--- src/rtl/ni_tx_packetizer_if.sv ---
`default_nettype none
// ============================================================================
//  Module      : ni_tx_packetizer_if
//  Description : Bus bundle for the NI transmit packetizer. It carries the
//                AXI-lite write channel from the processing element and the
//                AXI-stream message channel to the router NI ingress port.
//  Ports       : s_aw*/s_w*/s_b*  AXI-lite write address, data and response
//                m_t*             AXI-stream message (PORT_WIDTH bits)
//  Modports    : slave  - packetizer view (AXI-lite slave, stream master)
//                master - processing element / router view
//  Revision    : 1.0  initial release
// ============================================================================
interface ni_tx_packetizer_if #(
  parameter int PORT_WIDTH = 128
);
  logic                  s_awvalid;
  logic                  s_awready;
  logic [4:0]            s_awaddr;
  logic                  s_wvalid;
  logic                  s_wready;
  logic [31:0]           s_wdata;
  logic                  s_bvalid;
  logic                  s_bready;
  logic [1:0]            s_bresp;
  logic                  m_tvalid;
  logic                  m_tready;
  logic [PORT_WIDTH-1:0] m_tdata;

  modport slave (
    input  s_awvalid, s_awaddr, s_wvalid, s_wdata, s_bready, m_tready,
    output s_awready, s_wready, s_bvalid, s_bresp, m_tvalid, m_tdata
  );

  modport master (
    output s_awvalid, s_awaddr, s_wvalid, s_wdata, s_bready, m_tready,
    input  s_awready, s_wready, s_bvalid, s_bresp, m_tvalid, m_tdata
  );
endinterface
`default_nettype wire

--- src/rtl/ni_tx_packetizer.sv ---
`default_nettype none
// ============================================================================
//  Module      : ni_tx_packetizer
//  Description : NI transmit stage. The processing element programs DST and
//                PL0..PL2 over AXI-lite; a write to SEND assembles a 128-bit
//                routing message (dst, src, seq, payload) and queues it in a
//                show-ahead TX FIFO that drains over an AXI-stream master.
//  Ports       : clk       clock
//                arst      synchronous active-high reset
//                bus       ni_tx_packetizer_if.slave (AXI-lite write + stream)
//                tx_level  TX FIFO occupancy
//  Revision    : 1.0  initial release
// ============================================================================
module ni_tx_packetizer #(
  parameter int PORT_WIDTH = 128,
  parameter int TX_DEPTH   = 4,
  parameter int LOCAL_ADR  = 0,
  parameter int SIZE_X     = 4,
  parameter int SIZE_Y     = 4
) (
  input  logic                          clk,
  input  logic                          arst,
  ni_tx_packetizer_if.slave             bus,
  output logic [$clog2(TX_DEPTH+1)-1:0] tx_level
);

  localparam int AW = $clog2(TX_DEPTH);
  localparam int CW = $clog2(TX_DEPTH + 1);

  localparam logic [CW-1:0] DEPTH_C = CW'(TX_DEPTH);
  localparam logic [3:0]    SRC_X   = 4'(LOCAL_ADR / SIZE_Y);
  localparam logic [3:0]    SRC_Y   = 4'(LOCAL_ADR % SIZE_Y);

  localparam logic [1:0] RESP_OKAY   = 2'b00;
  localparam logic [1:0] RESP_SLVERR = 2'b10;
  localparam logic [1:0] RESP_DECERR = 2'b11;

  localparam logic [4:0] ADDR_DST  = 5'h00;
  localparam logic [4:0] ADDR_PL0  = 5'h04;
  localparam logic [4:0] ADDR_PL1  = 5'h08;
  localparam logic [4:0] ADDR_PL2  = 5'h0C;
  localparam logic [4:0] ADDR_SEND = 5'h10;

  // Elaboration-time sanity checks on the parameter set.
  if (PORT_WIDTH != 128) begin : g_bad_width
    $error("ni_tx_packetizer: PORT_WIDTH must be 128");
  end
  if ((TX_DEPTH < 2) || ((TX_DEPTH & (TX_DEPTH - 1)) != 0)) begin : g_bad_depth
    $error("ni_tx_packetizer: TX_DEPTH must be a power of 2, >= 2");
  end
  if (LOCAL_ADR >= SIZE_X * SIZE_Y) begin : g_bad_adr
    $error("ni_tx_packetizer: LOCAL_ADR outside the mesh");
  end

  typedef enum logic [0:0] {
    W_IDLE = 1'b0,
    W_RESP = 1'b1
  } wstate_t;

  wstate_t         state;
  logic            bvalid;
  logic [1:0]      bresp;
  logic [7:0]      dst;
  logic [31:0]     pl0, pl1, pl2;
  logic [15:0]     seq;
  logic [AW-1:0]   wr_ptr, rd_ptr;
  logic [CW-1:0]   count;
  logic [127:0]    mem [TX_DEPTH];

  logic            accept;
  logic            pop;
  logic            room;
  logic            push;
  logic [1:0]      resp;
  logic [127:0]    msg;

  // Address and data are only ever taken together, and never while reset
  // is asserted so that every output reads 0 during reset.
  assign accept = ~arst & (state == W_IDLE) & bus.s_awvalid & bus.s_wvalid;
  assign bus.s_awready = accept;
  assign bus.s_wready  = accept;
  assign bus.s_bvalid  = bvalid;
  assign bus.s_bresp   = bresp;

  assign bus.m_tvalid = (count != '0);
  assign bus.m_tdata  = mem[rd_ptr];
  assign tx_level     = count;

  assign pop = bus.m_tvalid & bus.m_tready;
  // A full FIFO can still take a message when the head leaves this cycle.
  assign room = (count < DEPTH_C) | pop;
  assign push = accept & (bus.s_awaddr == ADDR_SEND) & room;

  assign msg = {dst[3:0], dst[7:4], SRC_X, SRC_Y, seq, pl2, pl1, pl0};

  always_comb begin
    resp = RESP_DECERR;
    case (bus.s_awaddr)
      ADDR_DST, ADDR_PL0, ADDR_PL1, ADDR_PL2: resp = RESP_OKAY;
      ADDR_SEND: resp = room ? RESP_OKAY : RESP_SLVERR;
      default:   resp = RESP_DECERR;
    endcase
  end

  always_ff @(posedge clk) begin
    if (arst) begin
      state  <= W_IDLE;
      bvalid <= 1'b0;
      bresp  <= RESP_OKAY;
      dst    <= '0;
      pl0    <= '0;
      pl1    <= '0;
      pl2    <= '0;
      seq    <= '0;
      wr_ptr <= '0;
      rd_ptr <= '0;
      count  <= '0;
    end else begin
      case (state)
        W_IDLE: begin
          if (accept) begin
            state  <= W_RESP;
            bvalid <= 1'b1;
            bresp  <= resp;
          end
        end
        W_RESP: begin
          if (bus.s_bready) begin
            state  <= W_IDLE;
            bvalid <= 1'b0;
          end
        end
        default: begin
          state  <= W_IDLE;
          bvalid <= 1'b0;
        end
      endcase

      if (accept) begin
        case (bus.s_awaddr)
          ADDR_DST: dst <= bus.s_wdata[7:0];
          ADDR_PL0: pl0 <= bus.s_wdata;
          ADDR_PL1: pl1 <= bus.s_wdata;
          ADDR_PL2: pl2 <= bus.s_wdata;
          default: ;
        endcase
      end

      if (push) begin
        seq    <= seq + 16'd1;
        wr_ptr <= wr_ptr + 1'b1;
      end
      if (pop) begin
        rd_ptr <= rd_ptr + 1'b1;
      end
      case ({push, pop})
        2'b10:   count <= count + 1'b1;
        2'b01:   count <= count - 1'b1;
        default: count <= count;
      endcase
    end
  end

  // Storage needs no reset: the pointers define which entries are live.
  always_ff @(posedge clk) begin
    if (push) begin
      mem[wr_ptr] <= msg;
    end
  end

endmodule
`default_nettype wire

--- src/flat_wrapper.sv ---
// flat-port wrapper written by rule: the top's interface ports become plain ports
module ni_tx_packetizer_flat 
#(
  parameter int PORT_WIDTH = 128,
  parameter int TX_DEPTH   = 4,
  parameter int LOCAL_ADR  = 0,
  parameter int SIZE_X     = 4,
  parameter int SIZE_Y     = 4
)
  (clk, arst, tx_level, bus_s_awvalid, bus_s_awaddr, bus_s_wvalid, bus_s_wdata, bus_s_bready, bus_m_tready, bus_s_awready, bus_s_wready, bus_s_bvalid, bus_s_bresp, bus_m_tvalid, bus_m_tdata);
  ni_tx_packetizer_if #(.PORT_WIDTH(PORT_WIDTH)) bus_i ();
  input  logic clk;
  input  logic arst;
  output logic [$clog2(TX_DEPTH+1)-1:0] tx_level;
  input wire logic [$bits(bus_i.s_awvalid)-1:0] bus_s_awvalid;
  input wire logic [$bits(bus_i.s_awaddr)-1:0] bus_s_awaddr;
  input wire logic [$bits(bus_i.s_wvalid)-1:0] bus_s_wvalid;
  input wire logic [$bits(bus_i.s_wdata)-1:0] bus_s_wdata;
  input wire logic [$bits(bus_i.s_bready)-1:0] bus_s_bready;
  input wire logic [$bits(bus_i.m_tready)-1:0] bus_m_tready;
  output wire logic [$bits(bus_i.s_awready)-1:0] bus_s_awready;
  output wire logic [$bits(bus_i.s_wready)-1:0] bus_s_wready;
  output wire logic [$bits(bus_i.s_bvalid)-1:0] bus_s_bvalid;
  output wire logic [$bits(bus_i.s_bresp)-1:0] bus_s_bresp;
  output wire logic [$bits(bus_i.m_tvalid)-1:0] bus_m_tvalid;
  output wire logic [$bits(bus_i.m_tdata)-1:0] bus_m_tdata;
  assign bus_i.s_awvalid = bus_s_awvalid;
  assign bus_i.s_awaddr = bus_s_awaddr;
  assign bus_i.s_wvalid = bus_s_wvalid;
  assign bus_i.s_wdata = bus_s_wdata;
  assign bus_i.s_bready = bus_s_bready;
  assign bus_i.m_tready = bus_m_tready;
  assign bus_s_awready = bus_i.s_awready;
  assign bus_s_wready = bus_i.s_wready;
  assign bus_s_bvalid = bus_i.s_bvalid;
  assign bus_s_bresp = bus_i.s_bresp;
  assign bus_m_tvalid = bus_i.m_tvalid;
  assign bus_m_tdata = bus_i.m_tdata;
  ni_tx_packetizer #(.PORT_WIDTH(PORT_WIDTH), .TX_DEPTH(TX_DEPTH), .LOCAL_ADR(LOCAL_ADR), .SIZE_X(SIZE_X), .SIZE_Y(SIZE_Y)) u_core (.clk(clk), .arst(arst), .bus(bus_i), .tx_level(tx_level));
endmodule
--- config.mk ---
export PLATFORM = sky130hd
export DESIGN_NAME = ni_tx_packetizer_flat
export DESIGN_NICKNAME = d
export VERILOG_FILES = /design/src/rtl/ni_tx_packetizer_if.sv /design/src/rtl/ni_tx_packetizer.sv /design/src/flat_wrapper.sv
export SDC_FILE = /design/constraint.sdc
export NUM_CORES = 1
export LEC_CHECK = 0
export CORE_ASPECT_RATIO = 1.25
export CORE_MARGIN = 1
export CORE_UTILIZATION = 30
export DETAILED_ROUTE_END_ITERATION = 7
export GPL_ROUTABILITY_DRIVEN = 0
export GPL_TIMING_DRIVEN = 0
export PLACE_DENSITY = 0.53
export SYNTH_ARGS = -nofsm -noshare
export SYNTH_HDL_FRONTEND = slang
export SYNTH_SLANG_ARGS = --single-unit
--- constraint.sdc ---
create_clock -name clk -period 11.9 [get_ports clk]
set_clock_uncertainty 0.1 [all_clocks]
set_input_delay 2.38 -clock clk [delete_from_list [all_inputs] [get_ports clk]]
set_output_delay 2.38 -clock clk [all_outputs]
set_load 0.01 [all_outputs]
==> impl_metrics.csv <==
group,metric,value,unit
cells_and_area,area_growth,23.7,%
logic_synthesis,synth.top_cells.by_area,"edfxtp_1, mux4_2, dfxtp_1, nand2_1, a21oi_1",
cells_and_area,fin_area,27600,um2
floorplan,rows,111,
sta,holdWs,0.369,ns
clock_network,cts_htree_levels,3,
critical_path,regToRegEndpoint,"u_core.mem[3][14]",
logic_synthesis,synth_common_cells,"edfxtp_1, nand2_1, dfxtp_1",
clock_network,tritoncts,"yes",
clock_network,root_buffer,"clkbuf_16",
logic_synthesis,yosys_register_bits,613,
job,maxCapViolations,0,
placement,placed_area,25500,um2
grt,antenna_found_initial,3,
critical_path,rrSetupSlack,9.32,ns
logic_synthesis,synth-edff-count,480,
cells_and_area,stdcell_count,2509,
clock_network,cts-hold-fix-buffers,0,
sta,hold_viol,0,
grt,grt_pass1_wl,80.6,mm
grt,grt_start_max_net_pins,47,
cells_and_area,fill_cells,6828,
clock_network,clk_pin_slew,0.05,ns
clock_network,worstSkewPairLatency,0.59,ns
cells_and_area,layout-drive-gt1-share,16.8,%
critical_path,cp_max_fo,11,
sta,setup_tns,0,ns
logic_synthesis,netlist_area,22300,um2
logic_synthesis,synth_cell_type_count,38,
drt,drtIter0Drc,700,
drt,drtAntennaViolNets,0,
critical_path,path_class,"in -> out",
sta,tightestPinTransition,1.03,ns
placement,pre_cts_ws,5.18,ns
placement,dp.final_hpwl,36.6,mm
drt,vias,11800,
sta,setup_viol,0,
logic_synthesis,ys.flop_type,"edfxtp_1",
clock_network,cts_buffer_depth,3,
floorplan,io_pins,180,
grt,track_usage,14.9,%
sta,rsz0062_at_grt,"no",
logic_synthesis,yosysMostFrequentCell,"edfxtp_1",
floorplan,die_w,246,um
critical_path,reg2regPathDepth,6,
pwr,powerDensity,157,nW/um2
logic_synthesis,avgSynthCellArea,17.9,um2
logic_synthesis,async_reset_ff_share,0,%
logic_synthesis,synth_largest_area_cell,"edfxtp_1",
floorplan,core_area,73500,um2
cells_and_area,post-route-util,37.5,%
critical_path,required,9.42,ns
placement,numPortBuffers,171,
floorplan,die_h,307,um
cells_and_area,final_nets,1549,
sta,min_period,6.68,ns
logic_synthesis,synth-seq-area-share,76.6,%
drt,drc_errors,0,
pwr,leakage,9.62,nW
drt,vias_per_cell,4.69,
sta,fmax,0.150,GHz
sta,setup_ws,5.22,ns
cells_and_area,antennaDiodeCount,0,
critical_path,endpoint,"bus_s_wready",
floorplan,fp.dieArea,75400,um2
pwr,fin_total_pwr,4.31,mW
sta,finalCritPeriodShare,56.1,%
drt,routed_wl,55.5,mm
worst_hold_path,holdCritPathClass,"reg -> reg",
clock_network,post_cts_resized,0,
critical_path,cp-start-kind,"input pin",
critical_path,worstReg2RegStart,"u_core.state",
logic_synthesis,syn_inst,1244,
grt,grt_pass1_vias,12000,
sta,slew_headroom,31.3,%
floorplan,start_util,30.3,%
logic_synthesis,netlist.area_leader.share,64.7,%
critical_path,startpoint,"arst",
outcome,status,"completed",
grt,overflow,0,
placement,dp.cells,2390,
drt,dr.pass1.iters,5,
clock_network,cts_buffers,67,
sta,drv_slew,0,
pwr,vdd_ir_drop_max,92.3,uV
logic_synthesis,yosys_warnings,0,
drt,routedWlPerCell,22.1,um
clock_network,cts_setup_buffers,0,
critical_path,worst_ep_arrival_time,4.20,ns
critical_path,end_kind,"output pin",
clock_network,clkSinkCount,613,
## layout make-up
| class | instances | area, um2 | share of cell area, % |
|---|---|---|---|
| multi-input combinational | 552 | 4850 | 17.6 |
| inverter | 11 | 43.8 | 0.159 |
| sequential | 613 | 17100 | 62.0 |
| clock buffer | 106 | 2010 | 7.28 |
| timing repair buffer | 179 | 1930 | 7.01 |
| buffer | 75 | 353 | 1.28 |
| clock inverter | 13 | 100 | 0.363 |
| tap | 960 | 1200 | 4.36 |
## layer usage
| layer | vias to the layer above | routed length (um) | global-route usage (%) |
|---|---|---|---|
| met3 | 70 | 2750 | 3.19 |
| met4 | 6 | 1100 | 4.81 |
| met2 | 277 | 28900 | 26.0 |
| met5 | - | 41 | 0 |
| li1 | 5319 | - | - |
| met1 | 6105 | 22600 | 18.3 |
## critical path: stages
cell and delay [ns]:
clkdlybuf4s50_1 0.52, nand4bb_2 0.37, inv_2 0.11, buf_4 0.18, buf_4 0.12, clkdlybuf4s50_1 0.52
## worst min-delay path by stage
stage / cells past startpoint / startpoint / slack (ns) / endpoint
after floorplan: 1 / u_core.state / 0.32 / u_core.bus.s_bvalid
after global placement: 1 / u_core.state / 0.35 / u_core.bus.s_bvalid
after detailed placement: 1 / u_core.state / 0.36 / u_core.bus.s_bvalid
after CTS: 1 / u_core.state / 0.37 / u_core.bus.s_bvalid
after global routing: 1 / u_core.bus.s_bresp[0] / 0.39 / u_core.bus.s_bresp[0]
final: 1 / u_core.state / 0.37 / u_core.bus.s_bvalid
## power by group
group	switching (mW)	leakage (nW)	total [mW]	internal [mW]
logic	0.0350	2.08	0.0568	0.0218
registers	0.00155	6.51	2.28	2.28
clock network	0.800	1.03	1.98	1.18
total	0.836	9.62	4.31	3.48
## state kept, by name, summed over array words and instances (netlist names), 2 cells and up, named ones only
signal / flops
u_core.tx_level: 3
u_core.rd_ptr: 2
u_core.pl1: 32
u_core.pl2: 32
u_core.dst: 8
u_core.bus.s_bresp: 2
u_core.pl0: 32
u_core.wr_ptr: 2
u_core.mem: 480
u_core.seq: 16
## placed cells by master, fill, tap and decap left out, types with 9 or more instances in the layout
master / netlist / final
clkbuf_16: 0 / 70
a21oi_1: 117 / 117
clkbuf_8: 0 / 12
buf_2: 21 / 21
clkdlybuf4s50_1: 0 / 171
dfxtp_1: 133 / 133
buf_4: 10 / 10
clkbuf_1: 36 / 60
nand2_1: 203 / 203
mux4_2: 120 / 120
inv_1: 9 / 9
edfxtp_1: 480 / 480
nor2_1: 20 / 20
o21ai_0: 10 / 10
## logic make-up after synthesis
kind of cell               after synthesis  synth area share, %
other                                    1               0.0168
xor gates and xnor gates                 7                0.275
and+or+nand+nor                        266                 5.22
AOI/OAI and AO/OA                      136                 3.17
muxes                                  128                 12.5
buffers and inverters                   86                 1.78
DFF                                    613                 76.6
adders and majority gates                7                0.427
No activity file was read; power rests on OpenSTA's default activity.
==> variant: new RTL, same flow settings <==
Reset style: asynchronous (`arst`), changed in one clocked block. Comments in the files are not updated.
--- a/src/rtl/ni_tx_packetizer.sv
+++ b/src/rtl/ni_tx_packetizer.sv
@@ -102,7 +102,7 @@
     endcase
   end
 
-  always_ff @(posedge clk) begin
+  always_ff @(posedge clk or posedge arst) begin
     if (arst) begin
       state  <= W_IDLE;
       bvalid <= 1'b0;
Behaviour: differs if arst is asserted again (counterexample within 4 cycles, from zero or initial values and one cycle with arst high); with arst held inactive, the same outputs for 4 cycles.
==> variant against the original RTL <==
The flow now finishes with violations (design-rule violations); cell area grew 0.81%; count of clock-buffer cells in the layout shrank 25; sequential cell count shrank 2; sequential share of layout area grew 1.7 points; worst setup slack gained 0.16 ns; die area grew 1.0%; synthesized area grew 1.0%; via count shrank 13%; final cell count shrank 10%; routed wire length shrank 9.5%.
Power is not compared: it rests on default switching activity, and its combinational part moved more than twofold at a synthesized area within 25%.
==> variant: results (changes against the original RTL) <==
| Metric | Value |
|---|---|
| Flop-to-flop setup slack | 8.62 ns (was 9.32 ns) |
| Yosys warns | 0 (unchanged) |
| Port buffer count | 171 (unchanged) |
| Post-DP HPWL | 30.5 mm (was 36.6 mm) |
| Hold path start | u_core.state (unchanged) |
| Post-synthesis sequential area ratio | 78.6% (was 76.6%) |
| Largest net degree at the start of global routing | 76 (was 47) |
| Routed WL | 50.2 mm (was 55.5 mm) |
| FF-to-FF Start | u_core.state (unchanged) |
| Layout cells sized above 1 | 29.1% (was 16.8%) |
| Status | finished with violations (was finished, final reports clean) |
| Synthesized area per cell | 22.9 sq um (was 17.9 sq um) |
| Hold crit path type | reg -> reg (unchanged) |
| Hold endpoint | u_core.bus.s_bvalid (unchanged) |
| H-tree levels | 2 (was 3) |
| Clk slew on worst S/H paths | 0.06 ns |
| Number of remaining DRC errors | 40 (was 0) |
| Crit-path leading delay family | buffers and inverters (unchanged) |
| CTS Root Cell | clkbuf_16 (unchanged) |
| Min Hold Slack | 0.381 ns (was 0.369 ns) |
| First-pass GRT wire length | 73.3 mm (was 80.6 mm) |
| Worst-Skew Late Latency | 0.61 ns (was 0.59 ns) |
| Netlist cell types | 41 (was 38) |
| Hold path depth | 1 (unchanged) |
| R2R cell count | 8 (was 6) |
| Max clock buf depth | 3 (unchanged) |
| Crit-path max FO | 10 (was 11) |
| Async SR Flop Fraction | 21.4% (was 0%) |
| Crit Reg-Reg Endpoint | u_core.mem[3][10] (was u_core.mem[3][14]) |
| Vias in the first global route | 10800 (was 12000) |
| Cells after DPL | 2132 (was 2390) |
| Total CTS buffers | 60 (was 67) |
| Most frequent cells after synthesis | edfxtp_1, dfrtp_1, mux4_2 (was edfxtp_1, nand2_1, dfxtp_1) |
| DRT Pass-1 Iters | 8 (was 5) |
| Crit path DAT | 4.05 ns (was 4.20 ns) |
| Iteration-0 DRC Markers | 608 (was 700) |
| Nets | 1284 (was 1549) |
| Avg WL per Cell | 22.3 um (was 22.1 um) |
| Vias per cell | 4.56 (was 4.69) |
| Slowest stage cell, crit path | clkdlybuf4s50_1 (unchanged) |
| Initial antenna violation count | 2 (was 3) |
| Placement Cell Area | 0.0257 sq mm (was 0.0255 sq mm) |
| Violated checks | design-rule violations |
| Synth area leaders | edfxtp_1, dfrtp_1, mux4_2 (was edfxtp_1, mux4_2, dfxtp_1) |
| Slew HR | 30.6% (was 31.3%) |
| Post-synth top flop | edfxtp_1 (unchanged) |
| Total track usage | 13.4% (was 14.9%) |
[variant: metal layers]
| layer | global-route usage, % | vias up | share of wire [%] |
|---|---|---|---|
| met5 | 0 | - | 0.026 |
| met4 | 3.80 | 2 | 2.2 |
| met3 | 2.52 | 77 | 4.5 |
| met2 | 23.0 | 198 | 51 |
| met1 | 17.0 | 5470 | 42 |
| li1 | - | 4499 | - |
[variant: area by class of cell]
class	instances	area (sq um)
antenna	1	2.50
buffer	48	254
clock buffer	81	1700
clock inverter	32	343
fill	6694	46000
inverter	8	37.5
multi-input combinational	323	4570
sequential	611	17700
tap	960	1200
timing repair buffer	182	1980
[variant: metrics by stage]
stage	total power, mW	setup WS (ns)
CTS	5.92	5.36
floorplan	3.18	5.27
global route	6.05	5.29
detailed placement	3.96	5.36
finish	5.79	5.37
global placement	3.95	1.66
[variant: logic make-up (layout without fill, tap and decap cells)]
kind of cell / Yosys count / count (layout) / synth area share [%]
buffers and inverters: 56 / 351 / 1.26
AND/OR/NAND/NOR: 56 / 56 / 1.48
flip-flops: 611 / 611 / 78.6
multiplexers: 226 / 226 / 17.3
other: 1 / 9 / 0.0167
AO/OA/AOI/OAI: 5 / 5 / 0.122
XOR/XNOR: 21 / 21 / 0.817
adder cells (fa/ha/maj): 7 / 7 / 0.422
[variant: how the worst max path moves through the flow]
stage,start,to,cells after the start
after floorplan,arst,u_core.mem[0][0],5
after global placement,bus_s_awaddr[3],u_core.mem[3][76],5
after global routing,arst,bus_s_wready,5
after CTS,arst,bus_s_wready,5
final,arst,bus_s_wready,5
after detailed placement,arst,bus_s_wready,5
[variant: power by group through the flow]
stage / Sequential, mW / Combinational (mW) / Clock [mW]
after floorplan: 2.43 / 0.749 / 0
after global placement: 2.44 / 1.51 / 0
after detailed placement: 2.44 / 1.51 / 0
after CTS: 2.40 / 1.52 / 2.00
after global routing: 2.40 / 1.57 / 2.07
final: 2.40 / 1.45 / 1.94
